**src/rtl/tsc_fetch_unit.sv**
```systemverilog
// TSC instruction-fetch front end: prefetch FIFO, sequential PC generation
// and redirect with flush, feeding {pc, instruction} to decode over valid/ready.
module tsc_fetch_unit #(
    parameter int                  WORD_SIZE = 16,
    parameter int                  DEPTH     = 4,
    parameter logic [WORD_SIZE-1:0] RESET_PC = '0
) (
    input  logic                 clk,
    input  logic                 reset,
    output logic                 readM,
    output logic [WORD_SIZE-1:0] address,
    input  logic [WORD_SIZE-1:0] data,
    input  logic                 inputReady,
    input  logic                 redirect_valid,
    input  logic [WORD_SIZE-1:0] redirect_pc,
    output logic                 inst_valid,
    input  logic                 inst_ready,
    output logic [WORD_SIZE-1:0] inst_data,
    output logic [WORD_SIZE-1:0] inst_pc,
    output logic [WORD_SIZE-1:0] num_fetched,
    output logic [WORD_SIZE-1:0] num_dropped
);

    localparam int AW = $clog2(DEPTH);
    localparam int CW = AW + 1;

    typedef enum logic [1:0] {
        IDLE = 2'd0,
        REQ  = 2'd1,
        DROP = 2'd2
    } state_t;

    state_t               state;
    state_t               state_nxt;
    logic [WORD_SIZE-1:0] fetch_pc;
    logic [WORD_SIZE-1:0] req_addr;
    logic [WORD_SIZE-1:0] fifo_pc   [DEPTH];
    logic [WORD_SIZE-1:0] fifo_data [DEPTH];
    logic [AW-1:0]        rd_ptr;
    logic [AW-1:0]        wr_ptr;
    logic [CW-1:0]        count;
    logic [CW-1:0]        count_after;
    logic                 empty;
    logic                 push;
    logic                 pop;
    logic                 drop;

    // Handshake events for this cycle; redirect suppresses push and pop
    always_comb begin
        empty       = (count == '0);
        push        = (state == REQ) && inputReady && !redirect_valid;
        pop         = !empty && inst_ready && !redirect_valid;
        drop        = inputReady &&
                      ((state == DROP) || ((state == REQ) && redirect_valid));
        count_after = count + CW'(push) - CW'(pop);
    end

    // State register
    always_ff @(posedge clk or posedge reset) begin
        if (reset) state <= IDLE;
        else       state <= state_nxt;
    end

    // Next-state: one outstanding request, DROP absorbs a stale return
    always_comb begin
        state_nxt = state;
        unique case (state)
            IDLE: begin
                if (!redirect_valid && (count < CW'(DEPTH)))
                    state_nxt = REQ;
            end
            REQ: begin
                if (redirect_valid)
                    state_nxt = inputReady ? REQ : DROP;
                else if (inputReady)
                    state_nxt = (count_after < CW'(DEPTH)) ? REQ : IDLE;
            end
            DROP: begin
                if (inputReady) state_nxt = REQ;
            end
            default: state_nxt = IDLE;
        endcase
    end

    // Outputs: memory request and FIFO head (zero when empty)
    always_comb begin
        readM      = (state != IDLE);
        address    = req_addr;
        inst_valid = !empty;
        inst_data  = empty ? '0 : fifo_data[rd_ptr];
        inst_pc    = empty ? '0 : fifo_pc[rd_ptr];
    end

    // Fetch PC and request address tracking
    always_ff @(posedge clk or posedge reset) begin
        if (reset) begin
            fetch_pc <= RESET_PC;
            req_addr <= RESET_PC;
        end else begin
            if (redirect_valid)
                fetch_pc <= redirect_pc;
            else if (push)
                fetch_pc <= fetch_pc + WORD_SIZE'(1);
            unique case (state)
                IDLE: begin
                    if (state_nxt == REQ) req_addr <= fetch_pc;
                end
                REQ: begin
                    if (inputReady && (state_nxt == REQ))
                        req_addr <= redirect_valid ? redirect_pc
                                                   : fetch_pc + WORD_SIZE'(1);
                end
                DROP: begin
                    if (inputReady)
                        req_addr <= redirect_valid ? redirect_pc : fetch_pc;
                end
                default: req_addr <= req_addr;
            endcase
        end
    end

    // FIFO pointers and occupancy; redirect flushes everything
    always_ff @(posedge clk or posedge reset) begin
        if (reset) begin
            rd_ptr <= '0;
            wr_ptr <= '0;
            count  <= '0;
        end else if (redirect_valid) begin
            rd_ptr <= '0;
            wr_ptr <= '0;
            count  <= '0;
        end else begin
            if (push) wr_ptr <= wr_ptr + AW'(1);
            if (pop)  rd_ptr <= rd_ptr + AW'(1);
            count <= count_after;
        end
    end

    // FIFO storage; contents are masked by count so no reset needed
    always_ff @(posedge clk) begin
        if (push) begin
            fifo_pc[wr_ptr]   <= req_addr;
            fifo_data[wr_ptr] <= data;
        end
    end

    // Statistics counters, wrap naturally
    always_ff @(posedge clk or posedge reset) begin
        if (reset) begin
            num_fetched <= '0;
            num_dropped <= '0;
        end else begin
            if (push) num_fetched <= num_fetched + WORD_SIZE'(1);
            if (drop) num_dropped <= num_dropped + WORD_SIZE'(1);
        end
    end

endmodule
```
**config.mk**
```make
export PLATFORM = sky130hd
export DESIGN_NAME = tsc_fetch_unit
export DESIGN_NICKNAME = d
export VERILOG_FILES = /design/src/rtl/tsc_fetch_unit.sv
export SDC_FILE = /design/constraint.sdc
export NUM_CORES = 1
export LEC_CHECK = 0
export ABC_AREA = 1
export CORE_AREA = 2 2 179 181
export CTS_CLUSTER_DIAMETER = 60
export DETAILED_ROUTE_END_ITERATION = 6
export DIE_AREA = 0 0 181 183
export PLACE_DENSITY = 0.58
export SLEW_MARGIN = 10
export SYNTH_ARGS = -nofsm -noshare
export SYNTH_HDL_FRONTEND = slang
export SYNTH_SLANG_ARGS = --single-unit
```
**constraint.sdc**
```tcl
create_clock -name clk -period 4 [get_ports clk]
set_input_delay 0.6 -clock clk [delete_from_list [all_inputs] [get_ports clk]]
set_output_delay 0.6 -clock clk [all_outputs]
set_load 0.1 [all_outputs]
```
# Word-level counts from Yosys, hierarchy flattened
# Memories as Yosys holds them, arrays and structs flattened.
# Index checks and enable logic that the tools add are counted.
[word_totals] n_memories=2 regBits=73 in_bits=37 ramBits=128
[classes] magnitude_cmp=2 add_sub_neg=7 mux=24 n_reduce_logical=18 n_eq_ne=6
[memory_table] name="fifo_data" words=4 word_bits=16 read_ports=1 rd_ports_with_merged_regs=0 wr=1 line_no="38" source="logic [WORD_SIZE-1:0] fifo_data [DEPTH];"
[memory_table] name="fifo_pc" words=4 word_bits=16 read_ports=1 rd_ports_with_merged_regs=0 wr=1 line_no="37" source="logic [WORD_SIZE-1:0] fifo_pc [DEPTH];"
[op_table] operator="two-way mux 16 bit" n=9
[op_table] operator="adder 16 x 1 -> 16 bit, second input constant" n=3
[op_table] operator="case mux 16 bit (3 select lines)" n=1
[op_table] operator="two-way mux 2 bit" n=9
[op_table] operator="logical AND 1 bit" n=8
[op_table] operator="less-than comparator 3 bit, second input constant" n=2
[op_table] operator="case mux 2 bit (3 select lines)" n=1
[op_table] operator="nonzero test 2 bit" n=3
[op_table] operator="adder 2 x 1 -> 2 bit, second input constant" n=2
[op_table] operator="equality test 2 x 1 -> 1 bit, second input constant" n=2
[op_table] operator="!= test 2 bit, second input constant" n=2
[op_table] operator="AND reduction 4 bit" n=1
[op_table] operator="adder 3 x 1 -> 3 bit" n=1
[op_table] operator="logical NOT 3 bit" n=1
[op_table] operator="two-way mux 1 bit" n=3
[op_table] operator="two-way mux 3 bit" n=1
[op_table] operator="nonzero test 3 bit" n=1
[op_table] operator="subtractor 3 x 1 -> 3 bit" n=1
[op_table] operator="equality test 2 bit, second input constant" n=1
[op_table] operator="logical NOT 1 bit" n=2
[op_table] operator="logical NOT 2 bit" n=1
[op_table] operator="!= test 2 x 1 -> 1 bit, second input constant" n=1
[op_table] operator="logical OR 1 bit" n=1

# Longest topological paths before layout
# Gate-level depths: netlist (run 1).
[logic_depth] word_depth=14 depth_mapped=26 mapped_depth_nobuf=24

# Worst setup path before layout (run 1)
# Ideal clock, no wire load.
[synth_path] path_kind="flip-flop to flip-flop" start="reg count[1]" end="reg req_addr[0], in the netlist address[0]" slack_ps=438 synth_period_minus_slack_ps=3562 n_path_buf=1 setup_ps=122 stages_incl_launch_ff=25 t_arrival_ps=3440 path_cell_list="dfrtp_1 nor3_1 inv_1 nand2_1 nor2_1 ha_1 inv_1 ha_1 inv_1 fa_1 inv_1 nand2_1 nand2_1 nand2_1 nand3_1 nand2_1 nand2_1 nand2_1 nand2_1 nand3_2 nand2_4 nand2_4 buf_6 nand2_1 nand2_1"
[synth_between] elab_chain_len=14
[synth_lines] element="start: declaration" line_no="41" source="logic [CW-1:0] count;"
[synth_lines] element="start signal: assignment" line_no="135" source="count <= count_after;"
[synth_lines] element="logical NOT 3 bit *" line_no="50" source="empty = (count == '0);"
[synth_lines] element="logical NOT 1 bit *"
[synth_lines] element="named net inst_valid" line_no="16" source="output logic inst_valid,"
[synth_lines] element="logical AND 1 bit * (2 in series)" line_no="52" source="pop = !empty && inst_ready && !redirect_valid;"
[synth_lines] element="subtractor 3 x 1 -> 3 bit *" line_no="55" source="count_after = count + CW'(push) - CW'(pop);"
[synth_lines] element="less-than comparator 3 bit *" line_no="76" source="state_nxt = (count_after < CW'(DEPTH)) ? REQ : IDLE;"
[synth_lines] element="two-way mux 1 bit *" line_no="76"
[synth_lines] element="two-way mux 2 bit *" line_no="75" source="else if (inputReady)"
[synth_lines] element="two-way mux 2 bit *" line_no="73" source="if (redirect_valid)"
[synth_lines] element="case mux 2 bit (3 select lines) *" line_no="67" source="unique case (state)"
[synth_lines] element="equality test 2 x 1 -> 1 bit *" line_no="106, 109"
[synth_lines] element="logical AND 1 bit" line_no="109" source="if (inputReady && (state_nxt == REQ))"
[synth_lines] element="!= test 2 x 1 -> 1 bit (no line)"
[synth_lines] element="AND reduction 4 bit (no line) *"
[synth_lines] element="end signal: assignment" line_no="106" source="if (state_nxt == REQ) req_addr <= fetch_pc;"
[synth_lines] element="end signal: assignment" line_no="110" source="req_addr <= redirect_valid ? redirect_pc"
[synth_lines] element="end signal: assignment" line_no="115" source="req_addr <= redirect_valid ? redirect_pc : fetch_pc;"
[synth_lines] element="end: declaration" line_no="36" source="logic [WORD_SIZE-1:0] req_addr;"
# The timed path passes the listed nets; every way through them passes the cells marked *.
# A chain may end at the register's enable or synchronous reset.

# Worst setup path after layout (run 1)
[layout_path] start="reg rd_ptr[0]" end="out inst_pc[5]"
[layout_between] elab_chain_len=2
[layout_lines] element="start: declaration" line_no="39" source="logic [AW-1:0] rd_ptr;"
[layout_lines] element="start signal: assignment" line_no="134" source="if (pop) rd_ptr <= rd_ptr + AW'(1);"
[layout_lines] element="memory (4 x 16 bit)"
[layout_lines] element="two-way mux 16 bit" line_no="91" source="inst_pc = empty ? '0 : fifo_pc[rd_ptr];"
[layout_lines] element="end: declaration" line_no="19" source="output logic [WORD_SIZE-1:0] inst_pc,"
# Every way passes these cells.

==> reports/results.tsv, run 1 <==
stage	metric	value	unit
die	# IOs	119	
finish	Layout fillers	3080	
global_routing	initial antenna violation count	0	
timing	unrepaired setup endpoints after global routing	false	
clock_tree	Root Driver	clkbuf_16	
critical_path	startpoint types	flop	
synthesis	Synth cell types	43	
drt	Vias	6764	
finish	Final Util	0.385	
synthesis	YS warnings	0	
clock_tree	setup bufs post-CTS	0	
synthesis	Async S/R FF share, synth	0.363	
timing	clk_skew	0.0198	ns
die	Die X	181	um
clock_tree	clock buffer depth	3	
finish	layout cell share with drive strength beyond 1	0.123	
drt	1st-iter DRT viols	411	
global_routing	first-pass GRT wire length	36.2	mm
clock_tree	post-cts sizing count	0	
synthesis	post-synthesis sequential area ratio	0.614	
timing	max-slew violations	0	
critical_path	Worst EP arrival	2.69	ns
drt	final wirelength	22.7	mm
global_routing	largest net degree at the start of global routing	74	
placed_design	port bufs	118	
die	core area	0.0312	sq mm
finish	diode count	0	
timing	post-layout minimum cycle time	3.29	ns
hold_path	Tightest Hold Check Type	in -> async	
clock_tree	CTS Buf Count	25	
clock_tree	clk_lat worst skew	0.53	ns
die	Die ar.	0.0331	sq mm
drt	Remaining DRCs	0	
timing	Final Hold Viols	0	
timing	total negative slack	0	ns
timing	period utilization	0.823	
timing	Worst-Margin Slew	1.06	ns
drt	Routed Antenna Nets	0	
critical_path	required time worst endpoint	3.40	ns
global_routing	GRT Overall Usage	0.136	
die	starting density of the core	0.296	
timing	f_max	0.304	GHz
finish	area grow syn2layout	30.1	%
synthesis	number of enable flip-flop cells after synthesis	128	
run	max cap viols	0	
synthesis	Yosys reg bits	201	
synthesis	Post-synth top flop	edfxtp_1	
drt	first-pass detailed-route iteration total	4	
timing	Final setup viols	0	
clock_tree	clock slew at reported path FFs	0.06	ns
global_routing	vias in the first global route	6632	
critical_path	Crit Path Class	reg -> out	
critical_path	crit path capture type	output pin	
clock_tree	clock net sink count	201	
clock_tree	CTS tree	built	
synthesis	Syn Area/Cell	10.0	sq um
synthesis	Gate Count Post-Synth	920	
timing	slew margin rel.	0.293	
placed_design	GP Congestion	0.810	
placed_design	DP HPWL	14.3	mm
die	Die Y	183	um
run_status	status	completed	
die	row count	65	
global_routing	Congestion Overflow GR	0	
synthesis	Mapped Area	0.00924	sq mm
finish	Nets	1090	
critical_path	Worst Path Max Fanout	42	
clock_tree	CTS Hold Buffers Added	0	
drt	WL per Instance	15.5	um
synthesis	Net Count, Synth	971	
clock_tree	H-tree depth	1	
drt	Vias/cell	4.63	
[registers in the layout, indices dropped and copies added (netlist names)]
signal       cells
count            3
address         16
rd_ptr           2
wr_ptr           2
fetch_pc        16
fifo_data       64
num_fetched     16
num_dropped     16
state            2
fifo_pc         64
[metal layers]
layer  vias up  part of all wire  GRT usage
met5         -                 0          0
met4         0             0.011     0.0296
met3        20             0.046     0.0242
met2       137              0.48      0.232
met1      3255              0.46      0.182
li1       3352                 -          -
[cell families after synthesis]
| family | count (synthesis) | synth area share |
|---|---|---|
| and+or+nand+nor | 397 | 0.192 |
| adders and majority gates | 14 | 0.0198 |
| AOI/OAI and AO/OA | 174 | 0.0995 |
| muxes | 1 | 0.00122 |
| xor gates and xnor gates | 28 | 0.0265 |
| DFF | 201 | 0.614 |
| buffers and inverters | 105 | 0.0475 |
[cell usage in the layout (no fill, tap or decap), drive strengths merged, types with 6 or more instances in the layout]
master         count
nand4              9
clkdlybuf4s50     85
buf               49
a22oi              6
inv               65
dfrtp             73
nand3             52
xor2              16
ha                13
edfxtp           128
clkinv             8
o21ai             95
nand2            137
xnor2             12
clkbuf            31
nor2             189
a21oi             59
[Yosys cell counts (2+ instances only)]
cell type  instances  area [sq um]
o211ai_1           2          15.0
buf_2              5          25.0
buf_6              2          22.5
or2_2              3          18.8
xnor2_1           12           105
buf_1              3          11.3
edfxtp_1         128          3840
nand3_2            4          40.0
nor2_2             7          43.8
nand3_1           46           230
clkbuf_1          29           109
nand2_1          131           492
o22ai_1            4          25.0
nand2_4            6          67.6
o21bai_1           3          22.5
nor2_1           178           668
xor2_1            16           140
nand3_4            2          35.0
inv_2              4          15.0
nor2_4             3          33.8
o21ai_0           95           475
a22oi_1            5          37.5
a31oi_1            4          25.0
inv_1             57           214
dfrtp_1           73          1830
nand4_1            7          43.8
ha_1              13           163
nor3_1             4          20.0
a21oi_1           58           290
clkbuf_8           2          27.5
clkinv_1           2          7.51
[critical path, cell delays in order (launching register included)]
cell,delay [ns]
dfrtp_2,0.90
buf_4,0.41
nor2_1,0.09
nor2_1,0.09
o21ai_0,0.09
a21oi_1,0.35
buf_12,0.23
[area by class of cell]
type | instances | area [sq um] | area share
Multi-Input combinational cell | 614 | 3170 | 0.263
Inverter | 63 | 236 | 0.0197
Tap cell | 402 | 503 | 0.0418
Clock buffer | 31 | 658 | 0.0548
Clock inverter | 15 | 154 | 0.0128
Timing Repair Buffer | 134 | 1630 | 0.136
Sequential cell | 201 | 5670 | 0.472
[path summary, 6_finish.rpt]
path	start	to	slack [ns]	cells past startpoint
max	rd_ptr[0]$_DFFE_PP0P_	inst_pc[5]	0.71	6
min in group clk	num_fetched[15]$_DFFE_PP0P_	num_fetched[15]$_DFFE_PP0P_	0.46	1
min reg2reg	num_fetched[15]$_DFFE_PP0P_	num_fetched[15]$_DFFE_PP0P_	0.46	1
max in group asynchronous	reset	rd_ptr[0]$_DFFE_PP0P_	3.14	3
max reg2reg	state[1]$_DFF_PP0_	address[2]$_DFFE_PP0P_	0.83	24
min	reset	num_dropped[15]$_DFFE_PP0P_	0.46	3
[through the flow]
stage          setup WS, ns  instance area [sq um]  hold slack [ns]  std cells
2_1_floorplan         0.438                   9240            0.487        920
3_5_place_dp          0.273                  11200            0.456       1414
3_3_place_gp          0.306                  11200            0.458       1414
5_1_grt               0.455                  12000            0.501       1460
4_1_cts               0.618                  12000            0.467       1460
6_report              0.709                  12000            0.461       1460
Power of run 1 is left out: the tool's default activity adds up to more than one toggle a clock period on the data nets, which glitch-free logic cannot reach.
==> run 2, diff against run 1 <==
==> constraint.sdc (replaced) <==
create_clock -name clk -period 3.2 [get_ports clk]
set_input_delay 0.48 -clock clk [delete_from_list [all_inputs] [get_ports clk]]
set_output_delay 0.48 -clock clk [all_outputs]
set_load 0.1 [all_outputs]
==> run 2 against run 1 <==
Net effect:
- first-iteration DRC count grew 6.8%
- sequential share of layout area down 0.097 points
- critical path depth did not move
- largest cell class unchanged
- cell count rose by 0.82%
- non-clock buffer count grew 13
==> reports/results.tsv, run 2 (synthesized netlist as in run 1, its figures left out) <==
stage	metric	value	unit	change
clock_tree	CTS Buf Count	25		unchanged
critical_path	Worst EP arrival	2.41	ns	was 2.69 ns
die	Die ar.	0.0331	sq mm	unchanged
finish	commonest non-fill, non-tap cell in the layout	nor2_1		unchanged
critical_path	CP max stage cell	buf_4		was dfrtp_2
drt	Remaining DRCs	0		unchanged
die	row count	65		unchanged
drt	Vias	6780		was 6764
placed_design	DP HPWL	14.2	mm	was 14.3 mm
critical_path	FF-to-FF setup slack	0.32	ns	was 0.83 ns
critical_path	reg-to-reg endpoint	address[1]$_DFFE_PP0P_		was address[2]$_DFFE_PP0P_
timing	clk_skew	0.00937	ns	was 0.0198 ns
critical_path	Crit Path Class	reg -> out		unchanged
global_routing	GRT Overall Usage	0.134		was 0.136
critical_path	crit path capture type	output pin		unchanged
run	max cap viols	0		unchanged
critical_path	CP bufs+invs	2		unchanged
finish	Largest regs	fifo_data (64), fifo_pc (64)		unchanged
global_routing	largest net degree at the start of global routing	65		was 74
timing	Min Hold Slack	0.406	ns	was 0.461 ns
drt	Vias/cell	4.61		was 4.63
timing	total negative slack	0	ns	unchanged
timing	Worst-Margin Slew	0.961	ns	was 1.06 ns
drt	first-pass detailed-route iteration total	5		was 4
finish	most frequent cells in the layout	nor2_1 (174), nand2_1 (131), edfxtp_1 (128)		unchanged
drt	Routed Antenna Nets	0		unchanged
finish	Nets	1103		was 1090
timing	slew margin rel.	0.357		was 0.293
clock_tree	CTS tree	built		unchanged
timing	f_max	0.346	GHz	
placed_design	GP Congestion	0.811		was 0.810
die	# IOs	119		unchanged
die	Die X	181	um	unchanged
global_routing	Congestion Overflow GR	0		unchanged
global_routing	vias in the first global route	6531		was 6632
critical_path	Worst Path Max Fanout	64		was 42
clock_tree	clock slew at reported path FFs	0.06	ns	about the same
die	Die Y	183	um	unchanged
finish	Layout fillers	3050		was 3080
clock_tree	clk_lat worst skew	0.51	ns	was 0.53 ns
hold_path	Tightest Hold Check Type	in -> async		unchanged
critical_path	Cell Chain, Critical Path	buf_4, nor2_1, nor2_1, o21ai_0, a21oi_1, buf_12		unchanged
clock_tree	H-tree depth	1		unchanged
run_status	status	completed		unchanged
critical_path	cell mode on critical path	nor2_1		unchanged
die	core area	0.0312	sq mm	unchanged
critical_path	reg2reg path depth	24		unchanged
finish	area grow syn2layout	30.4	%	was 30.1%
timing	Final Hold Viols	0		unchanged
global_routing	initial antenna violation count	0		unchanged
clock_tree	clock buffer depth	3		unchanged
placed_design	port bufs	118		unchanged
critical_path	startpoint types	flop		unchanged
finish	Final Util	0.386		was 0.385
critical_path	Crit path max-delay family	buffers and inverters		was flip-flops
die	starting density of the core	0.296		unchanged
critical_path	required time worst endpoint	2.72	ns	was 3.40 ns
timing	Final setup viols	0		unchanged
timing	max-slew violations	0		unchanged
drt	WL per Instance	15.1	um	was 15.5 um
finish	diode count	0		unchanged
critical_path	Worst path max stage delay	0.57	ns	was 0.90 ns
timing	period utilization	0.904		
global_routing	first-pass GRT wire length	35.7	mm	was 36.2 mm
clock_tree	clock net sink count	201		unchanged
finish	layout cell share with drive strength beyond 1	0.183		was 0.123
timing	post-layout minimum cycle time	2.89	ns	
drt	final wirelength	22.2	mm	was 22.7 mm
finish	Multi-input gate area	0.00319	sq mm	was 0.00317 sq mm
drt	1st-iter DRT viols	439		was 411
clock_tree	Root Driver	clkbuf_16		unchanged
finish	Register Area	0.00567	sq mm	about the same
critical_path	RR Startpoint	state[1]$_DFF_PP0_		unchanged
-- run 2: cell types whose count changed in the layout (fill, tap and decap cells not counted), moves of 2 or more --
cell and change:
buf_4 +58, clkdlybuf4s50_1 -47, clkbuf_1 -4, clkinv_2 +3, inv_1 -3, buf_12 +2, bufinv_16 -2, clkbuf_16 +2
clkinv_1 +2, inv_2 +2
-- run 2: final cells by class --
| type | instances | share of cell area |
|---|---|---|
| clock buffers | 30 | 0.0587 |
| clock inverters | 15 | 0.00820 |
| inverters | 63 | 0.0196 |
| multi-input cells | 614 | 0.265 |
| flip-flops and latches | 201 | 0.471 |
| well taps | 402 | 0.0417 |
| repair buffers | 147 | 0.136 |
-- run 2: metal layers --
layer / vias to the layer above / GRT usage / routed length, um
li1: 3368 / - / -
met1: 3212 / 0.184 / 10300
met2: 181 / 0.223 / 10400
met3: 19 / 0.0248 / 1290
met4: 0 / 0.0270 / 224
met5: - / 0 / 0
-- run 2: timing repair --
item,in CTS,in global routing
gates resized for setup,0,5
hold buffers,0,0
setup buffers,0,2
setup endpoints to repair,0,16
-- run 2: worst max path at each step --
stage	startpoint	end	depth (start not counted)
global placement	redirect_valid	address[10]$_DFFE_PP0P_	22
CTS	state[1]$_DFF_PP0_	address[3]$_DFFE_PP0P_	24
floorplan	count[1]$_DFF_PP0_	address[0]$_DFFE_PP0P_	24
global route	count[1]$_DFF_PP0_	address[3]$_DFFE_PP0P_	23
finish	rd_ptr[0]$_DFFE_PP0P_	inst_pc[5]	6
detailed placement	redirect_valid	address[3]$_DFFE_PP0P_	22
-- run 2: metrics by stage --
stage	instances	worst slack [ns]	cell area, sq um
after floorplan	920	0.0226	9250
after global placement	1425	-0.0591	11200
after detailed placement	1425	-0.0844	11200
after CTS	1470	0.184	12000
after global routing	1472	-0.00123	12000
final	1472	0.307	12000
-- run 2: worst reg2reg max path: stages, from the launching register on --
cell and delay (ns):
dfrtp_1 0.41, inv_2 0.09, ha_4 0.15, nand2_4 0.06, nor2_8 0.08, clkinv_1 0.08
ha_1 0.29, inv_1 0.05, ha_1 0.13, inv_1 0.05, fa_1 0.38, inv_1 0.07
nand2_1 0.06, nand2_1 0.07, nand2_1 0.06, nand3_1 0.07, nand2_1 0.05, nand2_1 0.05
nand2_1 0.06, nand2_1 0.07, nand3_2 0.08, nand2_4 0.14, buf_12 0.14, nand3_1 0.08
nand2_1 0.07
Power of run 2 is left out for the same reason.
==> run 3, diff against run 2 <==
--- a/config.mk
+++ b/config.mk
@@ -10,6 +10,7 @@
 export CTS_CLUSTER_DIAMETER = 60
 export DETAILED_ROUTE_END_ITERATION = 6
 export DIE_AREA = 0 0 181 183
+export HOLD_SLACK_MARGIN = 0.06
 export PLACE_DENSITY = 0.58
 export SLEW_MARGIN = 10
 export SYNTH_ARGS = -nofsm -noshare
==> results of run 3 <==
Final layout, timing and power as in run 2 (identical DEF).
Power of run 3 is left out for the same reason.
